<file path="src/rtl/mem8x8_ctrl.sv">
// Access controller for an 8x8 bitcell array: sequences per-row we/re/ren strobes and
// complementary column data, and captures the shared outp bus into rdata.
module mem8x8_ctrl #(
    parameter int WIDTH         = 8,
    parameter int DEPTH         = 8,
    parameter int ADDR_W        = 3,
    parameter int STROBE_CYCLES = 1
) (
    input  logic              clk,
    input  logic              rst,
    input  logic              req,
    input  logic              wr,
    input  logic [ADDR_W-1:0] addr,
    input  logic [WIDTH-1:0]  wdata,
    output logic              ready,
    output logic              rvalid,
    output logic [WIDTH-1:0]  rdata,
    output logic [DEPTH-1:0]  we,
    output logic [DEPTH-1:0]  re,
    output logic [DEPTH-1:0]  ren,
    output logic [WIDTH-1:0]  inp,
    output logic [WIDTH-1:0]  inpn,
    input  logic [WIDTH-1:0]  outp
);

    typedef enum logic [2:0] {
        IDLE, W_SETUP, W_STROBE, W_HOLD, R_STROBE, R_DONE
    } state_e;

    localparam logic [3:0] LAST = 4'(STROBE_CYCLES - 1);

    state_e             state_q, state_d;
    logic [3:0]         cnt_q, cnt_d;
    logic [ADDR_W-1:0]  addr_q, addr_d;
    logic [DEPTH-1:0]   we_q, we_d;
    logic [DEPTH-1:0]   re_q, re_d;
    logic [DEPTH-1:0]   ren_q;
    logic [WIDTH-1:0]   inp_q, inp_d;
    logic [WIDTH-1:0]   inpn_q;
    logic [WIDTH-1:0]   rdata_q, rdata_d;
    logic               rvalid_q, rvalid_d;
    logic [DEPTH-1:0]   req_row;
    logic [DEPTH-1:0]   cur_row;

    // One-hot row decodes for the incoming and the latched address.
    for (genvar gi = 0; gi < DEPTH; gi++) begin : g_dec
        assign req_row[gi] = (addr   == ADDR_W'(gi));
        assign cur_row[gi] = (addr_q == ADDR_W'(gi));
    end

    always_comb begin
        state_d  = state_q;
        cnt_d    = cnt_q;
        addr_d   = addr_q;
        we_d     = we_q;
        re_d     = re_q;
        inp_d    = inp_q;
        rdata_d  = rdata_q;
        rvalid_d = 1'b0;
        unique case (state_q)
            IDLE: begin
                if (req) begin
                    addr_d = addr;
                    cnt_d  = '0;
                    if (wr) begin
                        state_d = W_SETUP;
                        inp_d   = wdata;
                    end else begin
                        state_d = R_STROBE;
                        re_d    = req_row;
                    end
                end
            end
            W_SETUP: begin
                state_d = W_STROBE;
                we_d    = cur_row;
                cnt_d   = '0;
            end
            W_STROBE: begin
                if (cnt_q == LAST) begin
                    state_d = W_HOLD;
                    we_d    = '0;
                end else begin
                    cnt_d = cnt_q + 4'd1;
                end
            end
            W_HOLD: begin
                state_d = IDLE;
            end
            R_STROBE: begin
                // outp is only trusted on the last strobe edge, while re is still high.
                if (cnt_q == LAST) begin
                    state_d  = R_DONE;
                    rdata_d  = outp;
                    re_d     = '0;
                    rvalid_d = 1'b1;
                end else begin
                    cnt_d = cnt_q + 4'd1;
                end
            end
            R_DONE: begin
                state_d = IDLE;
            end
            default: begin
                state_d = IDLE;
                we_d    = '0;
                re_d    = '0;
            end
        endcase
    end

    always_ff @(posedge clk) begin
        if (rst) begin
            state_q  <= IDLE;
            cnt_q    <= '0;
            addr_q   <= '0;
            we_q     <= '0;
            re_q     <= '0;
            ren_q    <= '1;
            inp_q    <= '0;
            inpn_q   <= '1;
            rdata_q  <= '0;
            rvalid_q <= 1'b0;
        end else begin
            state_q  <= state_d;
            cnt_q    <= cnt_d;
            addr_q   <= addr_d;
            we_q     <= we_d;
            re_q     <= re_d;
            ren_q    <= ~re_d;
            inp_q    <= inp_d;
            inpn_q   <= ~inp_d;
            rdata_q  <= rdata_d;
            rvalid_q <= rvalid_d;
        end
    end

    assign ready  = (state_q == IDLE);
    assign rvalid = rvalid_q;
    assign rdata  = rdata_q;
    assign we     = we_q;
    assign re     = re_q;
    assign ren    = ren_q;
    assign inp    = inp_q;
    assign inpn   = inpn_q;

endmodule
</file>
<file path="config.mk">
export PLATFORM = sky130hd
export DESIGN_NAME = mem8x8_ctrl
export DESIGN_NICKNAME = d
export VERILOG_FILES = /design/src/rtl/mem8x8_ctrl.sv
export SDC_FILE = /design/constraint.sdc
export NUM_CORES = 1
export LEC_CHECK = 0
export BUFFER_PORTS_ARGS = -buffer_cell sky130_fd_sc_hd__buf_2
export CORE_MARGIN = 1
export CORE_UTILIZATION = 55
export DETAILED_ROUTE_END_ITERATION = 6
export PLACE_DENSITY = 0.86
export SETUP_SLACK_MARGIN = 0.3
export SLEW_MARGIN = 20
export SYNTH_ARGS = -nofsm -noshare
export SYNTH_HDL_FRONTEND = slang
export SYNTH_SLANG_ARGS = --single-unit
</file>
<file path="constraint.sdc">
create_clock -name clk -period 3.15 [get_ports clk]
set_input_delay 0.1575 -clock clk [delete_from_list [all_inputs] [get_ports clk]]
set_output_delay 0.1575 -clock clk [all_outputs]
set_load 0.01 [all_outputs]
</file>
==> flow_metrics.py <==
metrics = {
    "run_status": {
        "outcome": "completed",
    },
    "cells_and_area": {
        "layout-drive-gt1-share": 0.349,
        "nets": 335,
        "area_growth_pct": 21.2,
        "stdcell_area_um2": 3010,
        "final_cell_mix": "buf_2, dfxtp_1, a21oi_1, inv_1",
        "final_common_cell": "buf_2",
        "fin_util": 0.691,
        "diodes": 0,
    },
    "grt": {
        "busiest_layer": "met2",
        "grt_util_met3": 0.0673,
        "grt_max_degree": 52,
        "grt.overflow.total": 0,
        "use_met1": 0.285,
        "use_met2": 0.358,
        "antenna_found_initial": 0,
        "grt_pass1_vias": 1846,
        "grt_pass1_wl_um": 8580,
        "track_usage": 0.227,
    },
    "drt": {
        "wl_um": 5320,
        "dr.first_iter.drc_count": 147,
        "ant_nets": 0,
        "viasPerCell": 5.74,
        "drc": 0,
        "dr.pass1.iters": 4,
        "num_vias": 2108,
        "wl_per_cell_um": 14.5,
    },
    "floorplan": {
        "core-area_um2": 4350,
        "die_x_um": 69.2,
        "rows": 24,
        "dieArea_um2": 4780,
        "chipHeight_um": 69.2,
        "io_pins": 73,
        "start_util": 0.570,
    },
    "pwr": {
        "power_density_nw_per_um2": 614,
        "ir_drop_v": 0.000316,
        "intPower_mw": 1.31,
        "combPwrFrac": 0.177,
        "seq_power_share": 0.456,
        "p_clk_frac": 0.368,
        "p_leak_nw": 1.29,
        "swShare": 0.292,
        "switchingPower_mw": 0.539,
    },
    "worst_setup_path": {
        "cp-start-kind": "flop",
        "max_stage_delay_ns": 0.88,
        "path_cells": "nand2b_1, o32ai_2, a22oi_1",
        "slowest_stage": "o32ai_2",
        "worstSetupPathType": "reg2reg",
        "path_max_fanout": 17,
        "critPathBufInv": 0,
        "required_ns": 3.33,
        "critPathArrivalTime_ns": 2.41,
        "critPathTopFamily": "compound AO/OA/AOI/OAI gates",
        "critPathCaptureType": "flop",
    },
    "sta": {
        "skew_ns": 0.00653,
        "hold_viol_final": 0,
        "min_period_ns": 2.24,
        "drv_slew": 0,
        "worstMarginPinSlew_ns": 0.981,
        "finalCritPeriodShare": 0.711,
        "rsz0062_at_grt": "false",
        "fmax_mhz": 447,
        "fin_ws_ns": 0.911,
        "finalSetupViolCount": 0,
        "slew-limit-headroom": 0.346,
        "tns_ns": 0,
    },
    "cts": {
        "post-cts-setup-buffer-count": 0,
        "cts_buffer_depth": 2,
        "cts_tree": "yes",
        "cts_made_buffers": 9,
        "cts_root_buffer": "clkbuf_8",
        "cts.sinks": 59,
        "clk_pin_slew_ns": 0.07,
        "ctsHoldBuffers": 0,
        "htree_levels": 3,
        "clk_latency_ns": 0.34,
        "cts_resized": 0,
    },
    "synth": {
        "netlist_area_um2": 2480,
        "ys_ff_latch": 59,
        "synth_edf_count": 0,
        "ys_warn_count": 0,
        "synth.avg_cell_area_um2": 10.1,
        "synthCells": 246,
        "syn_nets": 271,
        "seq_area_frac_synth": 0.476,
        "synth_flop_cell": "dfxtp_1",
        "async_flop_share": 0,
        "ys_types": 55,
    },
    "run": {
        "drv_cap": 0,
    },
    "placement": {
        "dp_hpwl_um": 3530,
        "port_buffers": 72,
        "gp_congestion": 0.848,
        "post-place-ws_ns": 0.946,
        "placed_area_um2": 2810,
    },
    "hold_path": {
        "min_path_type": "in2reg",
    },
}
-- worst reg2reg max path: cells and delay by family (launching register included) --
family | cells | cell delay [ns]
compound gates | 2 | 1.08
flops | 1 | 0.65
simple gates | 1 | 0.35
-- metal layers --
layer	wire length, µm	vias to the layer above
met3	221	9
met2	2600	57
li1	-	1040
met4	82	0
met5	0	-
met1	2410	1002
-- power groups by stage --
| stage | registers, mW | logic, mW | clock network, mW |
|---|---|---|---|
| CTS | 0.841 | 0.325 | 0.686 |
| global route | 0.849 | 0.357 | 0.722 |
| floorplan | 0.844 | 0.254 | 0 |
| global placement | 0.855 | 0.317 | 0 |
| finish | 0.842 | 0.326 | 0.680 |
| detailed placement | 0.857 | 0.323 | 0 |
-- registers in the layout (all words and copies together) (netlist names) --
| name | cells |
|---|---|
| addr_q | 3 |
| cnt_q | 4 |
| inp | 8 |
| inpn | 8 |
| rdata | 8 |
| re | 8 |
| ren | 8 |
| rvalid | 1 |
| state_q | 3 |
| we | 8 |
-- final timing paths --
kind	start	to	slack (ns)	depth (start not counted)
worst max-delay path	state_q[2]	ren[2]	0.91	3
worst min-delay path	outp[4]	rdata[4]	0.07	3
worst max register to register	state_q[2]	ren[2]	0.91	3
worst min register to register	re[6]	ren[6]	0.46	1
-- logic make-up (layout without fill, tap and decap cells) --
group	Yosys count	in the layout	synth area share
buf+inv	30	99	0.0540
compound gates	82	82	0.259
flops	59	59	0.476
fa+ha+maj	2	2	0.0101
simple gates	70	70	0.190
mux	1	1	0.00403
xor+xnor	2	2	0.00706
-- final cells by class --
cell class	count	area, µm²
Clock buffer	11	141
Tap cell	52	65.1
Inverter	11	41.3
Fill cell	349	1350
Timing Repair Buffer	72	360
Multi-Input combinational cell	157	1170
Sequential cell	59	1180
Clock inverter	5	52.6
-- cell usage after synthesis, types with 2 or more instances --
library cell / instances / area, µm²
dfxtp_1: 59 / 1180
a21oi_1: 13 / 65.1
inv_1: 11 / 41.3
and3_1: 10 / 62.6
clkbuf_1: 10 / 37.5
nand3_1: 10 / 50.1
o21ba_2: 9 / 90.1
o21bai_1: 9 / 67.6
a21boi_0: 8 / 60.1
nand2_1: 8 / 30.0
o21ai_0: 8 / 40.0
o32ai_1: 8 / 70.1
nand2b_1: 7 / 43.8
a22o_1: 6 / 52.6
a22oi_1: 6 / 45.0
nor2_1: 6 / 22.5
buf_2: 5 / 25.0
or2_2: 5 / 31.3
nand4_1: 3 / 18.8
a211oi_1: 2 / 15.0
a32o_1: 2 / 20.0
a32oi_1: 2 / 17.5
buf_4: 2 / 15.0
ha_1: 2 / 25.0
nand4b_1: 2 / 17.5
nor3_1: 2 / 10.0
nor4b_4: 2 / 47.6
or3b_1: 2 / 17.5
-- stage by stage --
step	total power [mW]	instances	hold slack, ns
2_1_floorplan	1.10	246	0.293
3_3_place_gp	1.17	351	0.414
3_5_place_dp	1.18	351	0.420
4_1_cts	1.85	367	0.0551
5_1_grt	1.93	367	0.0800
6_report	1.85	367	0.0661
Power figures use the tool's default switching activity.
